## src/rtl/mem_copy_engine.sv

```systemverilog
// Block-copy engine for the single-port data memory. Once started it moves
// a contiguous, strictly ascending run of words from a source region to a
// destination region: one read cycle then one write cycle per word. The
// memory port is shared with the CPU; a low mem_grant stalls the engine in
// place with all of its outputs held steady.
//
// Handshake: the engine raises mem_req in READ and WRITE and owns the port
// only in a cycle where mem_grant is also high. A cycle with mem_req=1 and
// mem_grant=0 has no effect on engine state or memory, and mem_write is
// gated by mem_grant so a write never reaches memory without a grant.
module mem_copy_engine #(
    parameter int ADDR_WIDTH = 16,
    parameter int DATA_WIDTH = 16,
    parameter int LEN_WIDTH  = 16
) (
    input  logic                  clk,
    input  logic                  rst_n,
    input  logic                  start,
    input  logic [ADDR_WIDTH-1:0] src_addr,
    input  logic [ADDR_WIDTH-1:0] dst_addr,
    input  logic [LEN_WIDTH-1:0]  length,
    output logic                  busy,
    output logic                  done,
    output logic [LEN_WIDTH-1:0]  words_copied,
    input  logic                  mem_grant,
    output logic                  mem_req,
    output logic [ADDR_WIDTH-1:0] mem_address,
    output logic [DATA_WIDTH-1:0] mem_write_data,
    output logic                  mem_write,
    input  logic [DATA_WIDTH-1:0] mem_read_data,
    output logic [1:0]            dbg_state
);

    typedef enum logic [1:0] {
        S_IDLE  = 2'd0,
        S_READ  = 2'd1,
        S_WRITE = 2'd2,
        S_DONE  = 2'd3
    } state_t;

    state_t                r_state;
    logic [ADDR_WIDTH-1:0] r_src_ptr;
    logic [ADDR_WIDTH-1:0] r_dst_ptr;
    logic [LEN_WIDTH-1:0]  r_remaining;
    logic [DATA_WIDTH-1:0] r_data_buf;
    logic [LEN_WIDTH-1:0]  r_words_copied;
    logic                  r_busy;
    logic                  r_done;
    logic                  r_mem_req;

    // Control FSM: pointer/counter datapath plus registered status outputs
    // that are loaded together with the state they describe.
    always_ff @(posedge clk or negedge rst_n) begin
        if (!rst_n) begin
            r_state        <= S_IDLE;
            r_src_ptr      <= '0;
            r_dst_ptr      <= '0;
            r_remaining    <= '0;
            r_data_buf     <= '0;
            r_words_copied <= '0;
            r_busy         <= 1'b0;
            r_done         <= 1'b0;
            r_mem_req      <= 1'b0;
        end else begin
            case (r_state)
                S_IDLE: begin
                    if (start) begin
                        r_src_ptr      <= src_addr;
                        r_dst_ptr      <= dst_addr;
                        r_remaining    <= length;
                        r_words_copied <= '0;
                        r_busy         <= 1'b1;
                        if (length != '0) begin
                            r_state   <= S_READ;
                            r_mem_req <= 1'b1;
                        end else begin
                            // Zero-length copy: report completion, touch no memory.
                            r_state <= S_DONE;
                            r_done  <= 1'b1;
                        end
                    end
                end
                S_READ: begin
                    // Read data is asynchronous, so it is valid in the same
                    // cycle the source address is presented.
                    if (mem_grant) begin
                        r_data_buf <= mem_read_data;
                        r_state    <= S_WRITE;
                    end
                end
                S_WRITE: begin
                    if (mem_grant) begin
                        // Pointers wrap naturally modulo 2^ADDR_WIDTH.
                        r_src_ptr      <= r_src_ptr + ADDR_WIDTH'(1);
                        r_dst_ptr      <= r_dst_ptr + ADDR_WIDTH'(1);
                        r_remaining    <= r_remaining - LEN_WIDTH'(1);
                        r_words_copied <= r_words_copied + LEN_WIDTH'(1);
                        if (r_remaining == LEN_WIDTH'(1)) begin
                            r_state   <= S_DONE;
                            r_mem_req <= 1'b0;
                            r_done    <= 1'b1;
                        end else begin
                            r_state <= S_READ;
                        end
                    end
                end
                S_DONE: begin
                    r_state <= S_IDLE;
                    r_busy  <= 1'b0;
                    r_done  <= 1'b0;
                end
                default: begin
                    r_state   <= S_IDLE;
                    r_busy    <= 1'b0;
                    r_done    <= 1'b0;
                    r_mem_req <= 1'b0;
                end
            endcase
        end
    end

    // Memory port drive: address/data selected by state, write gated by grant.
    always_comb begin
        mem_address    = '0;
        mem_write_data = '0;
        mem_write      = 1'b0;
        case (r_state)
            S_READ: begin
                mem_address = r_src_ptr;
            end
            S_WRITE: begin
                mem_address    = r_dst_ptr;
                mem_write_data = r_data_buf;
                mem_write      = mem_grant;
            end
            default: begin
                mem_address    = '0;
                mem_write_data = '0;
                mem_write      = 1'b0;
            end
        endcase
    end

    assign busy         = r_busy;
    assign done         = r_done;
    assign mem_req      = r_mem_req;
    assign words_copied = r_words_copied;
    assign dbg_state    = r_state;

endmodule

```

## config.mk

```make
export PLATFORM = sky130hd
export DESIGN_NAME = mem_copy_engine
export DESIGN_NICKNAME = d
export VERILOG_FILES = /design/src/rtl/mem_copy_engine.sv
export SDC_FILE = /design/constraint.sdc
export NUM_CORES = 1
export LEC_CHECK = 0
export BUFFER_PORTS_ARGS = -buffer_cell sky130_fd_sc_hd__buf_4
export CORE_ASPECT_RATIO = 1.25
export CORE_MARGIN = 2
export CORE_UTILIZATION = 58
export DETAILED_ROUTE_END_ITERATION = 6
export GPL_ROUTABILITY_DRIVEN = 1
export GPL_TIMING_DRIVEN = 0
export MAX_ROUTING_LAYER = met4
export PLACE_DENSITY = 0.9
export SYNTH_ARGS = -nofsm -noshare
export SYNTH_HDL_FRONTEND = slang
export SYNTH_SLANG_ARGS = --single-unit
```

## constraint.sdc

```tcl
create_clock -name clk -period 4.91 [get_ports clk]
set_input_delay 0.2455 -clock clk [delete_from_list [all_inputs] [get_ports clk]]
set_output_delay 0.2455 -clock clk [all_outputs]
set_load 0.02 [all_outputs]
```

==> impl_metrics.env <==
export IMPL_gp_congestion=0.9476
export IMPL_irDropWorstVdd_uv=462.7
export IMPL_clkTransAtPathRegs_ps=90
export IMPL_p_leak_nw=2.778
export IMPL_hp_class="primary input to async pin"
export IMPL_ys_types=56
export IMPL_io_buffers=120
export IMPL_min_period_ps=2737
export IMPL_drv_cap=0
export IMPL_grt_pass1_wl_um=24080
export IMPL_dieArea_mm2=0.009483
export IMPL_rows=38
export IMPL_initial_utilization_pct=59.06
export IMPL_cpPeakStageDelay_ps=450
export IMPL_holdBufCountCts=0
export IMPL_placedCellCount=776
export IMPL_rsz0062_at_grt="false"
export IMPL_final_cells=791
export IMPL_setup_viol=0
export IMPL_cts_resized=0
export IMPL_dpl_hpwl_um=10830
export IMPL_cp_required_ps=4660
export IMPL_grt_max_degree=86
export IMPL_yosysWarnings=0
export IMPL_dr_pass1_iters=6
export IMPL_grt_overflow_total=0
export IMPL_grt_use_total_pct=33.69
export IMPL_syn_cell_area_mm2=0.005055
export IMPL_routedWlPerCell_um=18.96
export IMPL_status="finished clean"
export IMPL_root_buffer="clkbuf_8"
export IMPL_slowest_stage="clkbuf_1"
export IMPL_cts_buffer_depth=2
export IMPL_cp_start_kind="flop"
export IMPL_core_area_mm2=0.008558
export IMPL_htreeDepth=3
export IMPL_final_nets=766
export IMPL_syn_avg_cell_area_um2=9.091
export IMPL_drive_above_1_share_pct=26.19
export IMPL_synth_edf_count=0
export IMPL_diodes=0
export IMPL_antenna_found_initial=0
export IMPL_synthesis_nets=635
export IMPL_drtIter0Drc=531
export IMPL_worst_pin_slew_ps=1102
export IMPL_hold_violations=0
export IMPL_cts_setup_buffers=0
export IMPL_cts_made_buffers=9
export IMPL_ys_flop_type="dfrtp_1"
export IMPL_routed_wl_um=15000
export IMPL_cts_sinks=85
export IMPL_p_per_area_mw_per_mm2=630.9
export IMPL_report_final_slew_viol_count=0
export IMPL_r2r_cells=8
export IMPL_drcViolationCount=0
export IMPL_r2r_end="r_remaining[13]$_DFFE_PN0P_"
export IMPL_first_global_vias=5085
export IMPL_insertion_delay_ps=370
export IMPL_worstSetupPathType="flop to output port"
export IMPL_fin_crit_sh_pct=55.75
export IMPL_die_w_um=87.50
export IMPL_crit_top_cell="clkbuf_1"
export IMPL_die_y_um=108.4
export IMPL_relSlewSlack_pct=26.52
export IMPL_path_max_fanout=10
export IMPL_yosysSeqAreaShare_pct=42.08
export IMPL_ioPinCount=122
export IMPL_arrival_ps=2490
export IMPL_cts_tree="built"
export IMPL_synth_seq_cells=85
export IMPL_cp_cell_sequence="inv_1 > ha_1 > buf_6 > clkbuf_1 > clkbuf_1 > and2_1 > buf_4"
export IMPL_reg2reg_slack_ps=2360
export IMPL_r2r_start="dbg_state[1]$_DFFE_PN0P_"
export IMPL_clock_fmax_ghz=0.3653
export IMPL_fin_setup_tns_ps=0
export IMPL_num_vias=5040
export IMPL_async_flop_share_pct=100.0
export IMPL_finClkSkew_ps=5.720
export IMPL_synthCells=556
export IMPL_area_growth_pct=23.39
export IMPL_critPathCaptureType="output port"
export IMPL_vias_per_cell=6.372
export IMPL_drtAntennaViolNets=0
cells in the mapped netlist, types with 5 or more instances:
cell type	n	area (µm²)
nand4_1	7	43.79
o221a_2	5	56.30
and3_1	11	68.82
mux2i_1	15	150.1
o21ai_0	28	140.1
a22oi_1	9	67.56
nand2_1	58	217.7
nand3_1	29	145.1
a21boi_0	7	52.55
a21oi_1	57	285.3
and2_1	18	112.6
o22ai_1	27	168.9
nor3_1	6	30.03
buf_2	10	50.05
clkbuf_1	17	63.81
nor4_1	8	50.05
ha_1	11	137.6
inv_1	9	33.78
mux2_2	17	191.4
dfrtp_1	85	2127
nor2b_1	10	62.56
nor2_1	38	142.6
xor2_1	13	113.9
a2bb2oi_1	6	52.55
worst max-delay path, delay by kind of cell, from the launching register on:
kind,cells,cell delay [ps]
buffers and inverters,5,1220
flip-flops,1,440
adder cells (fa/ha/maj),1,270
AND/OR/NAND/NOR,1,190
placed cells by master, fill, tap and decap left out, types with 15 or more instances in the layout:
master	n
buf_4	120
dfrtp_1	85
nand2_1	58
a21oi_1	57
nor2_1	38
nand3_1	29
o21ai_0	28
o22ai_1	27
clkbuf_1	18
and2_1	18
mux2_2	17
mux2i_1	15
power by group:
part           total, mW  switching [mW]  internal, mW  leakage, nW
logic               2.20            1.30         0.892         1.71
registers           1.30           0.323         0.978        0.984
clock network      0.438           0.259         0.179       0.0856
total               3.93            1.89          2.05         2.78
kinds of logic after synthesis:
family / Yosys count / synth area share (%)
AOI/OAI and AO/OA: 159 / 19.60
and+or+nand+nor: 212 / 22.53
xor gates and xnor gates: 14 / 2.426
muxes: 32 / 6.757
adders and majority gates: 11 / 2.723
DFF: 85 / 42.08
buffers and inverters: 43 / 3.886
sequential cells by signal (all words and copies together), names as in the netlist:
name,flops
busy,1
dbg_state,2
done,1
mem_req,1
r_data_buf,16
r_dst_ptr,16
r_remaining,16
r_src_ptr,16
words_copied,16
layout make-up:
| type | count | area (µm²) |
|---|---|---|
| multi-input combinational | 428 | 2731 |
| fill | 647 | 2321 |
| sequential | 85 | 2127 |
| timing repair buffer | 120 | 900.9 |
| buffer | 33 | 158.9 |
| clock buffer | 10 | 127.6 |
| tap | 100 | 125.1 |
| inverter | 10 | 37.54 |
| clock inverter | 5 | 28.78 |
stage by stage:
| stage | power (mW) | utilization, % | area [µm²] | setup WS [ps] | hold WS, ps |
|---|---|---|---|---|---|
| floorplan | 2.693 | - | 5055 | 2642 | -50.09 |
| global placement | 3.358 | 71.05 | 6081 | 2450 | 479.1 |
| detailed placement | 3.454 | 71.05 | 6081 | 2400 | 483.5 |
| CTS | 3.888 | 72.88 | 6237 | 2176 | 100.5 |
| global route | 4.184 | 72.88 | 6237 | 2021 | 97.38 |
| finish | 3.935 | 72.88 | 6237 | 2173 | 41.28 |
per-layer routing:
metal	routed length, µm	vias up	track usage, %
met5	0	-	-
met4	572	0	16.81
met3	1296	58	5.954
met2	7478	314	55.30
met1	5649	2368	39.52
li1	-	2300	-
worst max-delay path by stage:
stage                                   startpoint                          end  depth (start not counted)
after floorplan           dbg_state[0]$_DFFE_PN0P_          mem_req$_DFFE_PN0P_                          8
after global placement    dbg_state[0]$_DFFE_PN0P_     r_src_ptr[0]$_DFFE_PN0P_                          8
after detailed placement  dbg_state[0]$_DFFE_PN0P_  r_remaining[13]$_DFFE_PN0P_                          8
after CTS                 dbg_state[0]$_DFFE_PN0P_            mem_write_data[0]                          7
after global routing      dbg_state[0]$_DFFE_PN0P_            mem_write_data[7]                          7
final                     dbg_state[0]$_DFFE_PN0P_            mem_write_data[7]                          7
(Power assumes the default switching activity.)
